### config.mk
export PLATFORM = sky130hd
export DESIGN_NAME = msj_quadrature_feedback
export DESIGN_NICKNAME = d
export VERILOG_FILES = /design/src/rtl/msj_feedback_pkg.sv /design/src/rtl/quad_input_filter.sv /design/src/rtl/msj_quadrature_feedback.sv
export SDC_FILE = /design/constraint.sdc
export NUM_CORES = 1
export LEC_CHECK = 0
export ABC_AREA = 1
export BUFFER_PORTS_ARGS = -buffer_cell sky130_fd_sc_hd__buf_2
export CORE_MARGIN = 2
export CORE_UTILIZATION = 45
export CTS_BUF_LIST = sky130_fd_sc_hd__clkbuf_2 sky130_fd_sc_hd__clkbuf_4 sky130_fd_sc_hd__clkbuf_8
export DETAILED_ROUTE_END_ITERATION = 6
export GPL_TIMING_DRIVEN = 1
export PLACE_DENSITY = 0.75
export SLEW_MARGIN = 10
export SYNTH_ARGS = -nofsm -noshare
export SYNTH_HDL_FRONTEND = slang
export SYNTH_SLANG_ARGS = --single-unit
export TNS_END_PERCENT = 1
### constraint.sdc
create_clock -name clock -period 12.97 [get_ports clock]
set_input_delay 3.891 -clock clock [delete_from_list [all_inputs] [get_ports clock]]
set_output_delay 3.891 -clock clock [all_outputs]
set_load 0.1 [all_outputs]
### src/rtl/msj_feedback_pkg.sv
// Shared types and the quadrature step decoder for the MSJ joint feedback stage.
package msj_feedback_pkg;
  typedef logic [1:0] quad_state_t;
  typedef enum logic [1:0] {STEP_NONE, STEP_FWD, STEP_REV, STEP_ILLEGAL} step_t;
  typedef enum logic {DEC_INIT, DEC_TRACK} dec_state_t;

  // Position of {a,b} along the forward Gray cycle 00 -> 10 -> 11 -> 01.
  function automatic logic [1:0] quad_phase(input quad_state_t s);
    logic [1:0] p;
    case (s)
      2'b00:   p = 2'd0;
      2'b10:   p = 2'd1;
      2'b11:   p = 2'd2;
      default: p = 2'd3;
    endcase
    return p;
  endfunction

  function automatic step_t quad_step(input quad_state_t prev, input quad_state_t curr);
    logic [1:0] d;
    step_t      s;
    d = quad_phase(curr) - quad_phase(prev);
    case (d)
      2'd0:    s = STEP_NONE;
      2'd1:    s = STEP_FWD;
      2'd3:    s = STEP_REV;
      default: s = STEP_ILLEGAL;
    endcase
    return s;
  endfunction
endpackage

### src/rtl/quad_input_filter.sv
// Two-flop synchronizer plus glitch filter for the encoder pair; a new {a,b}
// is accepted only after it has been seen for FILTER_LEN consecutive cycles.
module quad_input_filter
  import msj_feedback_pkg::*;
#(
  parameter int FILTER_LEN = 4
) (
  input  logic        clock_i,
  input  logic        reset_i,
  input  logic [1:0]  raw_i,
  output quad_state_t state_o,
  output logic        changed_o
);
  localparam int CW = $clog2(FILTER_LEN + 1);

  quad_state_t   sync1_q, sync2_q, cand_q, acc_q;
  logic [CW-1:0] cnt_q;
  logic [CW-1:0] hit_d;
  logic          changed_q;

  // Run length of the candidate, restarting at 1 when the candidate itself changes.
  always_comb begin
    hit_d = CW'(1);
    if (cnt_q == '0 || sync2_q == cand_q) hit_d = cnt_q + 1'b1;
  end

  always_ff @(posedge clock_i) begin
    if (reset_i) begin
      sync1_q   <= '0;
      sync2_q   <= '0;
      cand_q    <= '0;
      acc_q     <= '0;
      cnt_q     <= '0;
      changed_q <= 1'b0;
    end else begin
      sync1_q   <= raw_i;
      sync2_q   <= sync1_q;
      changed_q <= 1'b0;
      if (sync2_q == acc_q) begin
        cnt_q <= '0;
      end else if (hit_d == CW'(FILTER_LEN)) begin
        acc_q     <= sync2_q;
        changed_q <= 1'b1;
        cnt_q     <= '0;
      end else begin
        cnt_q  <= hit_d;
        cand_q <= sync2_q;
      end
    end
  end

  assign state_o   = acc_q;
  assign changed_o = changed_q;
endmodule

### src/rtl/msj_quadrature_feedback.sv
// Quadrature encoder feedback for one MSJ joint: position count, per-period
// velocity and the periodic controller update strobe.
module msj_quadrature_feedback
  import msj_feedback_pkg::*;
#(
  parameter int CLK_FREQ_HZ = 50_000_000,
  parameter int UPDATE_HZ   = 1000,
  parameter int FILTER_LEN  = 4
) (
  input  logic               clock,
  input  logic               reset,
  input  logic               enc_a,
  input  logic               enc_b,
  input  logic               invert_direction,
  input  logic               load_position,
  input  logic signed [31:0] load_value,
  output logic signed [31:0] position,
  output logic signed [31:0] velocity,
  output logic               update_controller,
  output logic [15:0]        error_count
);
  localparam int UPDATE_DIV = CLK_FREQ_HZ / UPDATE_HZ;
  localparam int PW         = $clog2(UPDATE_DIV);

  quad_state_t        acc;
  logic               changed;
  dec_state_t         dec_state_q;
  quad_state_t        prev_q;
  step_t              step_q;
  logic signed [31:0] count_q, ref_q, position_q, velocity_q;
  logic signed [31:0] count_d, ref_base, delta;
  logic [15:0]        error_q, error_d;
  logic [PW-1:0]      period_q;
  logic               update_q, terminal;

  quad_input_filter #(.FILTER_LEN(FILTER_LEN)) u_filter (
    .clock_i   (clock),
    .reset_i   (reset),
    .raw_i     ({enc_a, enc_b}),
    .state_o   (acc),
    .changed_o (changed)
  );

  // Decode FSM: the first accepted state after reset is only a reference.
  always_ff @(posedge clock) begin
    if (reset) begin
      dec_state_q <= DEC_INIT;
      prev_q      <= '0;
      step_q      <= STEP_NONE;
    end else begin
      step_q <= STEP_NONE;
      if (changed) begin
        prev_q <= acc;
        case (dec_state_q)
          DEC_INIT:  dec_state_q <= DEC_TRACK;
          DEC_TRACK: step_q      <= quad_step(prev_q, acc);
          default:   dec_state_q <= DEC_INIT;
        endcase
      end
    end
  end

  always_comb begin
    delta = '0;
    case (step_q)
      STEP_FWD: delta = invert_direction ? -32'sd1 : 32'sd1;
      STEP_REV: delta = invert_direction ? 32'sd1 : -32'sd1;
      default:  delta = '0;
    endcase
    // A load wins over a concurrent step and re-bases the velocity reference.
    count_d  = load_position ? load_value : count_q + delta;
    ref_base = load_position ? load_value : ref_q;
    error_d  = error_q;
    if (step_q == STEP_ILLEGAL && error_q != 16'hFFFF) error_d = error_q + 16'd1;
    terminal = (period_q == PW'(UPDATE_DIV - 1));
  end

  always_ff @(posedge clock) begin
    if (reset) begin
      count_q    <= '0;
      ref_q      <= '0;
      position_q <= '0;
      velocity_q <= '0;
      error_q    <= '0;
      period_q   <= '0;
      update_q   <= 1'b0;
    end else begin
      count_q  <= count_d;
      error_q  <= error_d;
      update_q <= terminal;
      period_q <= terminal ? '0 : period_q + 1'b1;
      if (terminal) begin
        position_q <= count_d;
        velocity_q <= count_d - ref_base;
        ref_q      <= count_d;
      end else begin
        ref_q <= ref_base;
      end
    end
  end

  assign position          = position_q;
  assign velocity          = velocity_q;
  assign update_controller = update_q;
  assign error_count       = error_q;
endmodule

---- Word level (Yosys, flattened, before mapping) ----
Index checks and enable logic that the tools add are counted.
storage, ports and cells
  register bits ........................... 178
  bits in latches ......................... 0
  RAM bits ................................ 0
  bits in read-only memories .............. 0
  input port bits ......................... 38
  output and inout port bits .............. 81
  logic and storage cells ................. 69
  memories kept ........................... 0
cells by class
  add/sub/neg operators ................... 6
  $mul .................................... 0
  div/mod/pow operators ................... 0
  $lt $le $gt $ge ......................... 0
  equal/unequal tests ..................... 14
  shift-type cells ........................ 0
  mux-type cells .......................... 17
  bitwise logic cells ..................... 4
  reduce and logical (&&, ||, !) cells .... 12
operators with widths
  kind                   number
  $mux 32                5
  $pmux 32 s2            1
  $add 16x1->16 const B  2
  $add 32x32->32         1
  $sub 32x32->32         1
  $pmux 2 s3             3
  $eq 16x16->1 const B   1
  $ne 16x16->1 const B   1
  $eq 2x2->1 const B     7
  $mux 2                 6
  $logic_not 2->1        3
  $reduce_or 3->1        2
  $eq 2x1->1 const B     2
  $eq 2x2->1             2
  $not 1->1              4
  $reduce_and 2->1       2
  $reduce_or 2->1        2
  $add 3x1->3 const B    1
  $eq 3x3->1 const B     1
  $logic_not 3->1        1
  $mux 3                 1
  $sub 2x2->2            1
  $logic_and 1x1->1      1
  $logic_or 1x1->1       1
  $mux 1                 1

---- Longest topological paths before layout ----
Gate-level depths: netlist (run 1).
  depth in word-level cells ............... 8
  gate-level depth with buffers ........... 35
  gate-level depth less buffers ........... 34

---- Modules after synthesis ----
From an unflattened synthesis (run 1), not the netlist that was laid out.
unflattened totals
  cell total of the unflattened synthesis .. 1,874
  area total of the unflattened synthesis .. 11,538.6 µm²
modules (own cells, without submodules)
  module                   times used  cells each  area an instance (µm²)  sequential area each (µm²)
  msj_quadrature_feedback  1           1,803       11,003.1                3,323.2
  quad_input_filter        1           71          535.5                   240.2

---- Worst setup path after synthesis (run 1) ----
No wires, ideal clock.
  path type ............................... input to register
  start ................................... input port load_position
  end ..................................... register velocity_q[24] (netlist: velocity[24])
  library setup time ...................... 115 ps
  data arrival time ....................... 7,199 ps
  required time ........................... 12,855 ps
  path slack .............................. 5,655 ps
  stages .................................. 30
  path buffers ............................ 4
  cells stage by stage .................... inv_1 buf_2 buf_2 clkbuf_1 buf_1 nand2_1 nand2_1 ha_1 inv_1 fa_1 nand3_1 nand2_1 a21oi_1 o21ai_0 inv_1 nor2_1 nor2_1 nor2_1 o21ai_0 nand2_1 nand3_2 nand3_1 nand2_1 nand2_2 nand3_1 nand3_1 nand2_1 nand2_1 nand2_1 nand2_1
between the ends
  longest elaborated chain between the ends .. 2
  elaborated cells between the ends (all ways) .. 3
  classes of those cells .................. add/sub: 1; mux: 2
ends and longest elaborated chain
  what                               line                                                          text
  from (decl)                        msj_quadrature_feedback.sv:15                                 input logic load_position,
  $mux 32, on equally long branches  msj_quadrature_feedback.sv:71, msj_quadrature_feedback.sv:72
  $sub 32x32->32 (*)                 msj_quadrature_feedback.sv:94                                 velocity_q <= count_d - ref_base;
  to (signal assigned)               msj_quadrature_feedback.sv:94
  to (decl)                          msj_quadrature_feedback.sv:30                                 logic signed [31:0] count_q, ref_q, position_q, velocity_q;
Every way passes the cells marked *; elsewhere a longest branch is shown, timed or not.
A chain may end at the register's enable or synchronous reset.

---- Worst setup path in the final report (run 1) ----
  start ................................... input port invert_direction
  end ..................................... register velocity_q[19] (netlist: velocity[19])
between the ends
  longest elaborated chain between the ends .. 5
  elaborated cells between the ends (all ways) .. 6
  classes of those cells .................. add/sub: 2; mux: 4
ends and longest elaborated chain
  what                               line                                                          text
  from (decl)                        msj_quadrature_feedback.sv:14                                 input logic invert_direction,
  $mux 32, on equally long branches  msj_quadrature_feedback.sv:67, msj_quadrature_feedback.sv:66
  $pmux 32 s2 (*)                    msj_quadrature_feedback.sv:65                                 case (step_q)
  $add 32x32->32 (*)                 msj_quadrature_feedback.sv:71                                 count_d = load_position ? load_value : count_q + delta;
  $mux 32 (*)                        msj_quadrature_feedback.sv:71
  net count_d[2]                     msj_quadrature_feedback.sv:31                                 logic signed [31:0] count_d, ref_base, delta;
  $sub 32x32->32 (*)                 msj_quadrature_feedback.sv:94
The timed path passes the listed nets; every way through them passes the cells marked *.

==> reports/summary.txt, run 1 <==
Vias per cell -> 5.16
Crit path time final -> 8.00 ns
Final critical-path share of the clock period -> 61.7%
Most instantiated library cell after synthesis -> nand2_1
N_diodes -> 0
Pre-antenna DRT Iters -> 6
WS Path Type -> input pin to flop
Tot Pwr -> 1.22 mW
Flop2flop setup slack -> 7.81 ns
Worst Setup End Kind -> flop
Fmax -> 0.125 GHz
Fin worst setup slack -> 4.97 ns
Antenna Nets Post-Route -> 0
Worst hold endpoint -> u_filter.sync2_q[1]$_SDFF_PP0_
Synth area leader -> dfxtp_1
Share of layout cells above drive strength 1 -> 11.8%
Post-synthesis sequential area ratio -> 30.9%
Status -> complete, no violations
Syn-to-layout area delta -> 10.4%
Fin cells -> 2,329
DIE WIDTH -> 164 um
Nets -> 2,069
Synthesized area -> 11,500 um2
R2R depth -> 32
Placer Congestion -> 0.951
Num CTS Buffers -> 17
Syn Inst Count -> 1,895
Rows -> 58
Critical Path AT -> 8.37 ns
GRT Residual Overflow -> 0
Cell variety after synth -> 46
PostCTS Resize Cnt -> 0
Via count -> 12.0k
Post-CTS setup buffers -> 0
Reg-to-reg endpoint -> velocity[19]$_SDFFE_PP0P_
Synthesized area per cell -> 6.08 um2
RSZ-0062 raised after global routing -> no
Core region area -> 25,200 um2
Wirelength per Cell -> 14.6 um
All-Layer GR Usage -> 25.6%
Clk sink count -> 178
Placement Setup Slack -> 4.61 ns
Multi-input logic area -> 6740 um2
Post-Layout Inst Area -> 12,700 um2
Min-delay worst type -> flop to flop
CTS tree -> built
Final setup vio count -> 0
Initial antenna violation count -> 0
CP max stage cell -> nand2_2
Pleak -> 6.62 nW
Post-synth EDFFs -> 0
Initial core utilization -> 45.8%
Synth top area share -> 30.9%
Max Clock Skew -> 0.0269 ns
Worst-skew pair later-pin latency -> 0.47 ns
Seq cells post-synth -> 178
Max-cap viol count -> 0
Largest net degree at the start of global routing -> 73
Vias in the first global route -> 10.8k
Startpoint type of the worst setup path -> input pin
Count of pins over their slew limit -> 0
Reg area -> 3560 um2
Worst vdd ir -> 61.6 uV
Area contributors post-synth -> dfxtp_1 (31%), nand2_1 (22%), inv_1 (8.1%)
Hpwl dp -> 26,600 um
Final Hold Viols -> 0
Post-Place Cells -> 2,299
Die area -> 26,900 um2
Hold path start -> u_filter.sync1_q[1]$_SDFF_PP0_
Slowest stage delay, CP -> 0.43 ns
Max_slew headroom -> 30.0%
FFs w/ async S/R, synth -> 0%
Synthesis Warnings -> 0
Clock root cell -> clkbuf_8
R2r startpoint -> step_q[0]$_SDFF_PP0_
WL final -> 34,100 um
Placed inst area -> 12,300 um2
# fillers -> 2,562
IO Port Bufs -> 118
Commonest cells in the netlist -> nand2_1 (668), inv_1 (248), dfxtp_1 (178)
PD cells -> 96.0 nW/um2
Critical path fanouts, max -> 30
Drt drc -> 0
CTS Buffer Depth -> 2
Worst-margin pin slew -> 1.04 ns
Reg clk slew, reported paths -> 0.11 ns
H-Tree Depth -> 4
Synth Flop Type -> dfxtp_1
Num ports -> 119
Syn Nets -> 1,976
Hold buffers post-CTS -> 0
Hold Path Depth -> 2
Setup TNS -> 0 ns
Most frequent CP cell -> nand2_1
Worst Path Required -> 13.34 ns
First-pass GRT wire length -> 54,400 um
Starting DRT DRC Count -> 935
Die Y -> 164 um
## cell families (layout without fill, tap and decap cells)
family                     after synthesis  in the layout  share of synthesized area (%)
and+or+nand+nor                       1086           1086                           40.0
buffers and inverters                  311            415                           10.7
adders and majority gates               43             43                           4.73
AOI/OAI and AO/OA                      247            247                           11.4
DFF                                    178            178                           30.9
xor gates and xnor gates                30             30                           2.28
## worst max-delay path by stage
| stage | to | depth (start not counted) | start |
|---|---|---|---|
| floorplan | velocity[24]$_SDFFE_PP0P_ | 30 | load_position |
| global placement | velocity[26]$_SDFFE_PP0P_ | 29 | invert_direction |
| finish | velocity[19]$_SDFFE_PP0P_ | 31 | invert_direction |
| CTS | velocity[19]$_SDFFE_PP0P_ | 31 | invert_direction |
| global route | velocity[19]$_SDFFE_PP0P_ | 31 | invert_direction |
| detailed placement | velocity[24]$_SDFFE_PP0P_ | 30 | invert_direction |
## cell type report
cell class / count / share of cell area [%]
Multi-Input combinational cell: 1406 / 53.0
Sequential cell: 178 / 28.0
Inverter: 262 / 7.73
Timing Repair Buffer: 123 / 4.94
Tap cell: 330 / 3.25
Clock buffer: 17 / 1.84
Clock inverter: 13 / 1.18
## power breakdown
group	switching [mW]	internal, mW	leakage, nW
Sequential	0.00927	0.560	1.45
Clock	0.228	0.158	0.189
Combinational	0.182	0.0833	4.98
## cells in the final DEF, fill, tap and decap left out, drive strengths merged, types with 7 or more instances in the layout
| master | n |
|---|---|
| ha | 42 |
| clkbuf | 17 |
| xor2 | 18 |
| dfxtp | 178 |
| inv | 266 |
| nand2 | 698 |
| nor2 | 181 |
| nand4 | 33 |
| nand3 | 136 |
| nor4 | 7 |
| xnor2 | 12 |
| a21oi | 121 |
| buf | 123 |
| a21boi | 9 |
| nor3 | 20 |
| o21ai | 100 |
## stage by stage
stage | hold slack (ns) | utilization, %
2_1_floorplan | 0.388 | -
3_3_place_gp | 0.390 | 49.0
3_5_place_dp | 0.396 | 49.0
4_1_cts | 0.412 | 50.5
5_1_grt | 0.447 | 50.5
6_report | 0.409 | 50.5
## layer usage
metal | up-vias | global-route usage [%] | routed length [um]
li1 | 6166 | - | -
met1 | 5401 | 37.4 | 16200
met2 | 414 | 40.0 | 14700
met3 | 33 | 3.56 | 2570
met4 | 0 | 5.86 | 518
met5 | - | 0 | 0
## sequential cells by signal (all words and copies together), names as in the netlist, 2 cells and up
name              count
count_q              32
error_count          16
period_q             16
position             32
prev_q                2
ref_q                32
step_q                2
u_filter.cand_q       2
u_filter.cnt_q        3
u_filter.state_o      2
u_filter.sync1_q      2
u_filter.sync2_q      2
velocity             32
## worst max-delay path: cells and delay by family
kind / cells / cell delay, ns
and+or+nand+nor: 17 / 2.10
AOI/OAI and AO/OA: 7 / 1.20
adders and majority gates: 2 / 0.57
buffers and inverters: 4 / 0.39
xor gates and xnor gates: 1 / 0.21
No activity file was read; power rests on OpenSTA's default activity.
==> inputs of run 2 (changes only) <==
Settings changed: PLACE_DENSITY 0.75 to 0.77.
Clock period 12.97 ns to 6.5 ns, I/O delays scaled along.
==> run 2 against run 1 <==
  * Critical path depth is 2 lower
  * Clock-buffer cell count grew 2
  * Wire length grew 0.40%
  * Largest power group unchanged
  * Combinational power increased by 100%
  * Highest routed layer unchanged
==> reports/summary.txt, run 2 (same netlist as run 1, synthesis figures left out) <==
Worst-margin pin slew -> 1.17 ns (was 1.04 ns)
CTS tree -> built (unchanged)
Share of layout cells above drive strength 1 -> 12.0% (was 11.8%)
Multi-input logic area -> 6740 um2 (unchanged)
Crit-path leading delay family -> simple AND/OR/NAND/NOR gates (unchanged)
All-Layer GR Usage -> 25.7% (was 25.6%)
Crit path time final -> 5.49 ns
Critical path depth -> 29 (was 31)
Largest net degree at the start of global routing -> 73 (unchanged)
Post-CTS setup buffers -> 0 (unchanged)
CTS Buffer Depth -> 2 (unchanged)
CP bufs+invs -> 3 (was 4)
Wirelength per Cell -> 14.7 um (was 14.6 um)
Pre-antenna DRT Iters -> 6 (unchanged)
Pleak -> 6.65 nW (was 6.62 nW)
Met1 WL -> 16,200 um (about the same)
Count of pins over their slew limit -> 0 (unchanged)
GRT Residual Overflow -> 0 (unchanged)
Placed inst area -> 12,400 um2 (was 12,300 um2)
Vias per cell -> 5.20 (was 5.16)
Num ports -> 119 (unchanged)
N_diodes -> 0 (unchanged)
Commonest non-fill, non-tap cells in the layout -> nand2_1 (668), inv_1 (247), dfxtp_1 (178), nor2_1 (164), nand3_1 (123) (unchanged)
R2r startpoint -> step_q[1]$_SDFF_PP0_ (was step_q[0]$_SDFF_PP0_)
WL met2 -> 14,800 um (was 14,700 um)
CP max stage cell -> ha_1 (was nand2_2)
Starting DRT DRC Count -> 1,096 (was 935)
Max_slew headroom -> 21.6% (was 30.0%)
Hold buffers post-CTS -> 0 (unchanged)
Post-Layout Inst Area -> 12,800 um2 (was 12,700 um2)
Via count -> 12.1k (was 12.0k)
Min-delay worst type -> flop to flop (unchanged)
PD cells -> 190 nW/um2 (was 96.0 nW/um2)
Core region area -> 25,200 um2 (unchanged)
Nets -> 2,073 (was 2,069)
Initial core utilization -> 45.8% (unchanged)
First-pass GRT wire length -> 55,000 um (was 54,400 um)
Reg-to-reg endpoint -> velocity[20]$_SDFFE_PP0P_ (was velocity[19]$_SDFFE_PP0P_)
Placer Congestion -> 0.956 (was 0.951)
Tot Pwr -> 2.43 mW (was 1.22 mW)
IO Port Bufs -> 118 (unchanged)
Final setup vio count -> 0 (unchanged)
Slowest stage delay, CP -> 0.35 ns (was 0.43 ns)
Worst Setup End Kind -> flop (unchanged)
Hpwl dp -> 26,600 um (about the same)
PostCTS Resize Cnt -> 0 (unchanged)
Die area -> 26,900 um2 (unchanged)
Flop2flop setup slack -> 1.94 ns (was 7.81 ns)
Antenna Nets Post-Route -> 0 (unchanged)
Final critical-path share of the clock period -> 84.5%
Max Clock Skew -> 0.0224 ns (was 0.0269 ns)
Top layer in use -> met4 (unchanged)
Crit path to -> velocity[29]$_SDFFE_PP0P_ (was velocity[19]$_SDFFE_PP0P_)
WL final -> 34,200 um (was 34,100 um)
Die Y -> 164 um (unchanged)
Max-cap viol count -> 0 (unchanged)
Most frequent CP cell -> nand3_1 (was nand2_1)
Fmax -> 0.182 GHz
# fillers -> 2,513 (was 2,562)
Status -> complete, no violations (unchanged)
Syn-to-layout area delta -> 10.7% (was 10.4%)
Reg clk slew, reported paths -> 0.11 ns (about the same)
Startpoint type of the worst setup path -> input pin (unchanged)
Initial antenna violation count -> 0 (unchanged)
Wire length on met3 -> 2570 um (unchanged)
Most common cell after layout, fill and taps aside -> nand2_1 (unchanged)
Crit path from -> invert_direction (unchanged)
Drt drc -> 0 (unchanged)
Setup TNS -> 0 ns (unchanged)
Vias in the first global route -> 11.1k (was 10.8k)
H-Tree Depth -> 4 (unchanged)
RSZ-0062 raised after global routing -> no (unchanged)
Worst-skew pair later-pin latency -> 0.48 ns (was 0.47 ns)
Num CTS Buffers -> 17 (unchanged)
Clk sink count -> 178 (unchanged)
Critical Path AT -> 5.88 ns (was 8.37 ns)
Rows -> 58 (unchanged)
Reg area -> 3560 um2 (unchanged)
Worst vdd ir -> 119 uV (was 61.6 uV)
WS Path Type -> input pin to flop (unchanged)
R2R depth -> 29 (was 32)
DIE WIDTH -> 164 um (unchanged)
Critical path fanouts, max -> 5 (was 30)
Clock root cell -> clkbuf_8 (unchanged)
Worst Path Required -> 6.88 ns (was 13.34 ns)
Final Hold Viols -> 0 (unchanged)
-- run 2: final cells by class --
type,instances,share of cell area [%]
Clock buffer,19,1.95
Timing Repair Buffer,127,5.16
Inverter,262,7.71
Tap cell,330,3.24
Clock inverter,13,1.11
Multi-Input combinational cell,1406,52.9
Sequential cell,178,27.9
-- run 2: worst register-to-register path: cells and delay by family (launching register included) --
| kind | cells | cell delay, ns |
|---|---|---|
| AOI/OAI and AO/OA | 7 | 1.01 |
| xor gates and xnor gates | 1 | 0.22 |
| adders and majority gates | 2 | 0.63 |
| buffers and inverters | 2 | 0.15 |
| DFF | 1 | 0.39 |
| and+or+nand+nor | 17 | 2.06 |
-- run 2: worst min path at each step --
stage                                   startpoint                             end  slack, ns  depth (start not counted)
finish              u_filter.sync1_q[0]$_SDFF_PP0_  u_filter.sync2_q[0]$_SDFF_PP0_       0.41                          2
global route        u_filter.sync1_q[1]$_SDFF_PP0_  u_filter.sync2_q[1]$_SDFF_PP0_       0.45                          2
CTS                 u_filter.sync1_q[0]$_SDFF_PP0_  u_filter.sync2_q[0]$_SDFF_PP0_       0.41                          2
detailed placement  u_filter.sync1_q[0]$_SDFF_PP0_  u_filter.sync2_q[0]$_SDFF_PP0_       0.40                          2
global placement    u_filter.sync1_q[0]$_SDFF_PP0_  u_filter.sync2_q[0]$_SDFF_PP0_       0.39                          2
floorplan           u_filter.sync1_q[0]$_SDFF_PP0_  u_filter.sync2_q[0]$_SDFF_PP0_       0.39                          2
-- run 2: report_power, final --
group          total, mW  leakage (nW)  switching (mW)  internal (mW)
Clock              0.758         0.201           0.463          0.296
Sequential          1.14          1.45          0.0174           1.12
Combinational      0.533          5.00           0.365          0.168
Total               2.43          6.65           0.845           1.58
-- run 2: stage by stage --
stage                     worst slack [ns]  hold WS, ns  utilization, %  std cells
after floorplan                       1.13        0.388               -       1895
after global placement               0.720        0.388            49.1       2303
after detailed placement             0.588        0.396            49.1       2303
after CTS                             1.09        0.411            50.6       2335
after global routing                 0.473        0.446            50.6       2335
final                                 1.01        0.412            50.6       2335
-- run 2: routing by layer --
layer,up-vias,global-route usage (%)
met5,-,0
met4,0,7.62
met3,48,3.64
met2,432,39.4
met1,5479,37.3
li1,6179,-
